### src/rtl/dmem_pkg.sv
// rtl/dmem_pkg.sv - shared types and defaults for the data-memory arbiter
//
// Purpose: default geometry of the data memory, arbitration state encoding
// and the registered response triple returned to each requester.
// Ports: none (package).

package dmem_pkg;

  localparam int DMEM_DW         = 32;
  localparam int DMEM_AW         = 32;
  localparam int DMEM_DEPTH      = 1024;
  localparam int DMEM_MAX_STARVE = 4;

  typedef enum logic {
    CORE_PRI = 1'b0,
    DMA_TURN = 1'b1
  } arb_state_t;

  typedef struct packed {
    logic               rvalid;
    logic [DMEM_DW-1:0] rdata;
    logic               err;
  } dmem_rsp_t;

endpackage

### src/rtl/dmem_rsp_reg.sv
// rtl/dmem_rsp_reg.sv - one-cycle registered response for one requester
//
// Purpose: turns an accept in this cycle into a one-cycle response pulse on
// the next cycle, carrying read data (zero for writes and errors) and the
// out-of-range flag.
// Ports:
//   i_clk, i_rst   clock, synchronous active-high reset
//   i_accept       this port was granted and its request accepted
//   i_we           accepted access is a write
//   i_oor          accepted address is out of range
//   i_mem_rd       memory read data for the granted address
//   o_rsp          registered {rvalid, rdata, err}

module dmem_rsp_reg
  import dmem_pkg::*;
(
  input  logic               i_clk,
  input  logic               i_rst,
  input  logic               i_accept,
  input  logic               i_we,
  input  logic               i_oor,
  input  logic [DMEM_DW-1:0] i_mem_rd,
  output dmem_rsp_t          o_rsp
);

  dmem_rsp_t r_rsp;

  always_ff @(posedge i_clk) begin
    if (i_rst) begin
      r_rsp <= '0;
    end else begin
      r_rsp.rvalid <= i_accept;
      r_rsp.err    <= i_accept & i_oor;
      // Only an in-range read returns memory contents; everything else is 0.
      r_rsp.rdata  <= (i_accept & ~i_we & ~i_oor) ? i_mem_rd : '0;
    end
  end

  assign o_rsp = r_rsp;

endmodule

### src/rtl/dmem_arbiter.sv
// rtl/dmem_arbiter.sv - two-port arbiter in front of a single-port data memory
//
// Purpose: shares one 1-port word memory between the core LSU (C) and the
// DMA/debug loader (D). Core has fixed priority; after MAX_STARVE
// consecutive contested core wins the DMA is given one forced turn.
// Responses return registered, one cycle after acceptance.
// Ports:
//   i_clk, i_rst                         clock, synchronous active-high reset
//   i_c_req/i_c_we/i_c_addr/i_c_wdata    core request
//   o_c_ready                            core request accepted (combinational)
//   o_c_rvalid/o_c_rdata/o_c_err         core response
//   i_d_*/o_d_*                          same set for the DMA port
//   o_mem_a/o_mem_wd/o_mem_we            memory address, write data, write enable
//   i_mem_rd                             memory combinational read data

module dmem_arbiter
  import dmem_pkg::*;
#(
  parameter int DW         = DMEM_DW,
  parameter int AW         = DMEM_AW,
  parameter int DEPTH      = DMEM_DEPTH,
  parameter int MAX_STARVE = DMEM_MAX_STARVE
) (
  input  logic          i_clk,
  input  logic          i_rst,

  input  logic          i_c_req,
  input  logic          i_c_we,
  input  logic [AW-1:0] i_c_addr,
  input  logic [DW-1:0] i_c_wdata,
  output logic          o_c_ready,
  output logic          o_c_rvalid,
  output logic [DW-1:0] o_c_rdata,
  output logic          o_c_err,

  input  logic          i_d_req,
  input  logic          i_d_we,
  input  logic [AW-1:0] i_d_addr,
  input  logic [DW-1:0] i_d_wdata,
  output logic          o_d_ready,
  output logic          o_d_rvalid,
  output logic [DW-1:0] o_d_rdata,
  output logic          o_d_err,

  output logic [AW-1:0] o_mem_a,
  output logic [DW-1:0] o_mem_wd,
  output logic          o_mem_we,
  input  logic [DW-1:0] i_mem_rd
);

  localparam int SW = $clog2(MAX_STARVE + 1);

  arb_state_t    r_state;
  arb_state_t    w_state_nxt;
  logic [SW-1:0] r_starve_cnt;
  logic [SW-1:0] w_starve_nxt;

  logic          w_c_grant;
  logic          w_d_grant;
  logic          w_c_oor;
  logic          w_d_oor;

  dmem_rsp_t     w_c_rsp;
  dmem_rsp_t     w_d_rsp;

  // Full-width compare so high address bits can never alias into the array.
  assign w_c_oor = (i_c_addr >= AW'(DEPTH));
  assign w_d_oor = (i_d_addr >= AW'(DEPTH));

  always_ff @(posedge i_clk) begin
    if (i_rst) begin
      r_state      <= CORE_PRI;
      r_starve_cnt <= '0;
    end else begin
      r_state      <= w_state_nxt;
      r_starve_cnt <= w_starve_nxt;
    end
  end

  always_comb begin
    w_c_grant    = 1'b0;
    w_d_grant    = 1'b0;
    w_state_nxt  = r_state;
    w_starve_nxt = r_starve_cnt;
    if (!i_rst) begin
      case (r_state)
        CORE_PRI: begin
          w_c_grant = i_c_req;
          w_d_grant = i_d_req & ~i_c_req;
          if (i_c_req && i_d_req) begin
            // Contested core win: count it and hand over once the run is long enough.
            if (r_starve_cnt + SW'(1) >= SW'(MAX_STARVE)) begin
              w_state_nxt  = DMA_TURN;
              w_starve_nxt = '0;
            end else begin
              w_starve_nxt = r_starve_cnt + SW'(1);
            end
          end else begin
            // DMA got the grant or was not waiting: no starvation in progress.
            w_starve_nxt = '0;
          end
        end
        DMA_TURN: begin
          w_d_grant    = i_d_req;
          w_c_grant    = i_c_req & ~i_d_req;
          // The forced turn lasts a single cycle whether or not DMA uses it.
          w_state_nxt  = CORE_PRI;
          w_starve_nxt = '0;
        end
        default: begin
          w_state_nxt  = CORE_PRI;
          w_starve_nxt = '0;
        end
      endcase
    end
  end

  always_comb begin
    o_mem_a  = '0;
    o_mem_wd = '0;
    o_mem_we = 1'b0;
    if (w_c_grant) begin
      o_mem_a  = i_c_addr;
      o_mem_wd = i_c_wdata;
      o_mem_we = i_c_we & ~w_c_oor;
    end else if (w_d_grant) begin
      o_mem_a  = i_d_addr;
      o_mem_wd = i_d_wdata;
      o_mem_we = i_d_we & ~w_d_oor;
    end
  end

  assign o_c_ready = w_c_grant;
  assign o_d_ready = w_d_grant;

  dmem_rsp_reg u_c_rsp (
    .i_clk    (i_clk),
    .i_rst    (i_rst),
    .i_accept (w_c_grant),
    .i_we     (i_c_we),
    .i_oor    (w_c_oor),
    .i_mem_rd (i_mem_rd),
    .o_rsp    (w_c_rsp)
  );

  dmem_rsp_reg u_d_rsp (
    .i_clk    (i_clk),
    .i_rst    (i_rst),
    .i_accept (w_d_grant),
    .i_we     (i_d_we),
    .i_oor    (w_d_oor),
    .i_mem_rd (i_mem_rd),
    .o_rsp    (w_d_rsp)
  );

  // Responses are masked while reset is held so an in-flight pulse is dropped
  // in the very cycle reset is raised, not one cycle later.
  assign o_c_rvalid = w_c_rsp.rvalid & ~i_rst;
  assign o_c_err    = w_c_rsp.err & ~i_rst;
  assign o_c_rdata  = i_rst ? '0 : w_c_rsp.rdata;
  assign o_d_rvalid = w_d_rsp.rvalid & ~i_rst;
  assign o_d_err    = w_d_rsp.err & ~i_rst;
  assign o_d_rdata  = i_rst ? '0 : w_d_rsp.rdata;

endmodule

### config.mk
export PLATFORM = sky130hd
export DESIGN_NAME = dmem_arbiter
export DESIGN_NICKNAME = d
export VERILOG_FILES = /design/src/rtl/dmem_pkg.sv /design/src/rtl/dmem_rsp_reg.sv /design/src/rtl/dmem_arbiter.sv
export SDC_FILE = /design/constraint.sdc
export NUM_CORES = 1
export LEC_CHECK = 0
export BUFFER_PORTS_ARGS = -buffer_cell sky130_fd_sc_hd__buf_2
export CAP_MARGIN = 20
export CORE_AREA = 4 4 115 117
export DETAILED_ROUTE_END_ITERATION = 6
export DIE_AREA = 0 0 119 121
export PLACE_DENSITY_LB_ADDON = 0.1
export SYNTH_ARGS = -nofsm -noshare
export SYNTH_HDL_FRONTEND = slang
export SYNTH_SLANG_ARGS = --single-unit
### constraint.sdc
create_clock -name i_clk -period 2.7 [get_ports i_clk]
set_clock_uncertainty 0.1 [all_clocks]
set_input_delay 0.54 -clock i_clk [delete_from_list [all_inputs] [get_ports i_clk]]
set_output_delay 0.54 -clock i_clk [all_outputs]
set_load 0.01 [all_outputs]
==> results by group <==
Status
  – Status: finished clean

Routing
  – Via count: 3982
  – DRC: 0
  – DRT iter0 DRCs: around 170
  – Detail Route Antenna Nets: 0
  – WL/cell: approximately 19 um
  – Routed WL: ~15000 um
  – Drt first pass iters: 5
  – Vias/cell: around 5

STA
  – Final setup viols: 0
  – Final Cycle Share: 92.8%
  – Crit path time final: around 2500 ps
  – Relative slew slack: roughly 70%
  – Final Hold Fails: 0
  – Fmax: ~400 MHz
  – Setup TNS: 0 ps
  – RSZ-0062 raised after global routing: no
  – Max-slew violations: 0
  – Slew at the pin closest to its max-slew limit: between 400 and 500 ps

Worst setup path
  – Crit path launch type: flip-flop
  – Worst path arrival time: 1860 ps
  – Worst-path maximum fanout: 55
  – Worst EP required: between 2000 and 2500 ps
  – Critical Path Sink Type: output port
  – Critical setup path kind: flip-flop to output port

Floorplanning
  – Initial Utilization: 28.6%
  – Full die area: approximately 0.014 mm2
  – Die Wd: around 120 um
  – Die Ht: between 100 and 150 um
  – Top Ports: between 300 and 400
  – Core ar.: 0.0124 mm2
  – Rows: between 40 and 50

Power
  – Pwr Total: 2750 uW
  – Power per cell area: 495 mW/mm2
  – Worst IR Drop VDD: around 0.29 mV
  – Pleak: between 0.003 and 0.004 uW

GRT
  – Largest net degree at the start of global routing: between 50 and 60
  – Initial antenna violation count: 4
  – Total Routing Usage GR: 20.1%
  – First-pass GRT wire length: between 20000 and 25000 um
  – Vias in the first global route: 3981
  – GRT overflow: 0

Synth
  – Synth area leader: dfxtp_1
  – Synth Net Count: roughly 520
  – Syn Std Cell Area: ~0.0035 mm2
  – Sequential share of the synthesized area: 40.7%
  – Ys flop type: dfxtp_1
  – Distinct cells, synth: 23
  – Top cell type's share of synthesized area: 40.7%
  – Top cells by area, synth: dfxtp_1 (41%), and4b_1 (18%), a22o_1 (16%)
  – Cells after synthesis: roughly 350
  – Flop and latch count out of synthesis: between 70 and 80
  – Warnings, synthesis: 0
  – Post-synth EDFFs: 0
  – Mean Syn Cell Area: approximately 10 um2
  – Ys async rst share: 0%

Place
  – Placer congestion estimate: 0.926
  – DP Cell Count: between 700 and 800
  – Post-detail-place hpwl: around 12000 um
  – Post-DP Area: 0.00523 mm2
  – I/O Buffers: 300

Cells and area
  – Most common cell after layout, fill and taps aside: buf_2
  – Final nets: roughly 800
  – Area added between synthesis and finish: 57.0%
  – Layout cells sized above 1: 52.7%
  – Cell area after layout: roughly 0.0056 mm2
  – Ant. Diodes: 0
  – Most frequent cells in the layout: buf_2 (300), dfxtp_1 (72), nor2b_1 (71)
  – Non-Filler Instances: 810
  – Layout Utilization: between 40% and 50%

Min path
  – Hold Path Class: flip-flop to flip-flop

Clock network
  – H-tree depth reported by CTS: 3
  – Sinks on Clock Net: 72
  – CTS clk-pin slew, worst paths: around 50 ps
  – Total CTS buffers: 9
  – TritonCTS clock tree: done
  – CTS max path bufs: 2
  – CTS Root Cell: clkbuf_16
  – Worst-Skew Late Latency: approximately 330 ps

Job
  – Max-cap violation count: 0
[synthesized netlist by cell type, types with 2 or more instances]
library cell and n:
dfxtp_1 72, nor2b_1 71, a22o_1 64, and4b_1 64
clkbuf_1 20, buf_2 16, nor4_1 12, buf_6 3
ha_1 3, nand2_1 3, nand4_1 3, nor2_1 3
inv_1 2, nor3b_1 2
[logic make-up after synthesis]
kind of cell / after synthesis / synth area share [%]
buffers and inverters: 42 / 5.77
AO/OA/AOI/OAI: 67 / 16.8
adder cells (fa/ha/maj): 3 / 1.06
flip-flops: 72 / 40.7
AND/OR/NAND/NOR: 163 / 35.6
[registers in the layout, indices dropped and copies added (netlist names)]
signal,count
r_starve_cnt,3
r_state,1
u_c_rsp.o_rsp,34
u_d_rsp.o_rsp,34
[routing by layer]
metal  global-route usage (%)  up-vias  wire length, um
li1                         -     1887                -
met1                     24.5     1872             6160
met2                     33.6      186             7300
met3                     6.15       29             1340
met4                     7.02        8              369
met5                        0        -               46
[critical path, stage by stage, from the launching register on]
cell     delay (ps)
dfxtp_1         400
nor2b_1          90
nor3b_2         180
buf_4           160
buf_12          220
a22o_1          270
buf_2           180
[area by class of cell]
cell class,count,area [um2]
clock buffer,10,239
clock inverter,5,81.3
fill,1234,6810
inverter,2,7.51
multi-input combinational,233,1900
sequential,72,1440
tap,172,215
timing repair buffer,316,1670
[final timing paths]
| path | slack (ps) | to | depth (start not counted) | from |
|---|---|---|---|---|
| setup / recovery | 200 | o_mem_a[10] | 6 | r_state |
| hold reg to reg | 340 | r_starve_cnt[0] | 1 | r_starve_cnt[0] |
| setup reg to reg | 910 | u_d_rsp.o_rsp[6] | 7 | r_state |
| hold / removal | 340 | r_starve_cnt[0] | 1 | r_starve_cnt[0] |
[stage by stage]
step | hold slack [ps] | setup WS (ps)
2_1_floorplan | 308 | 538
3_3_place_gp | 321 | 105
3_5_place_dp | 344 | 109
4_1_cts | 351 | 69.9
5_1_grt | 371 | 40.9
6_report | 343 | 196
[power by group]
part,total [uW],leakage (uW),switching (uW),internal [uW]
clock network,1260,0.000155,433,828
registers,1070,0.000581,1.23,1070
logic,418,0.00232,216,202
total,2750,0.00306,650,2100
[timing repair]
item	CTS	global route
resized for setup	0	0
hold buffers	0	0
setup buffers	0	1
endpoints found under the setup margin	0	1
Note: power is estimated with default switching activity, not from simulation.
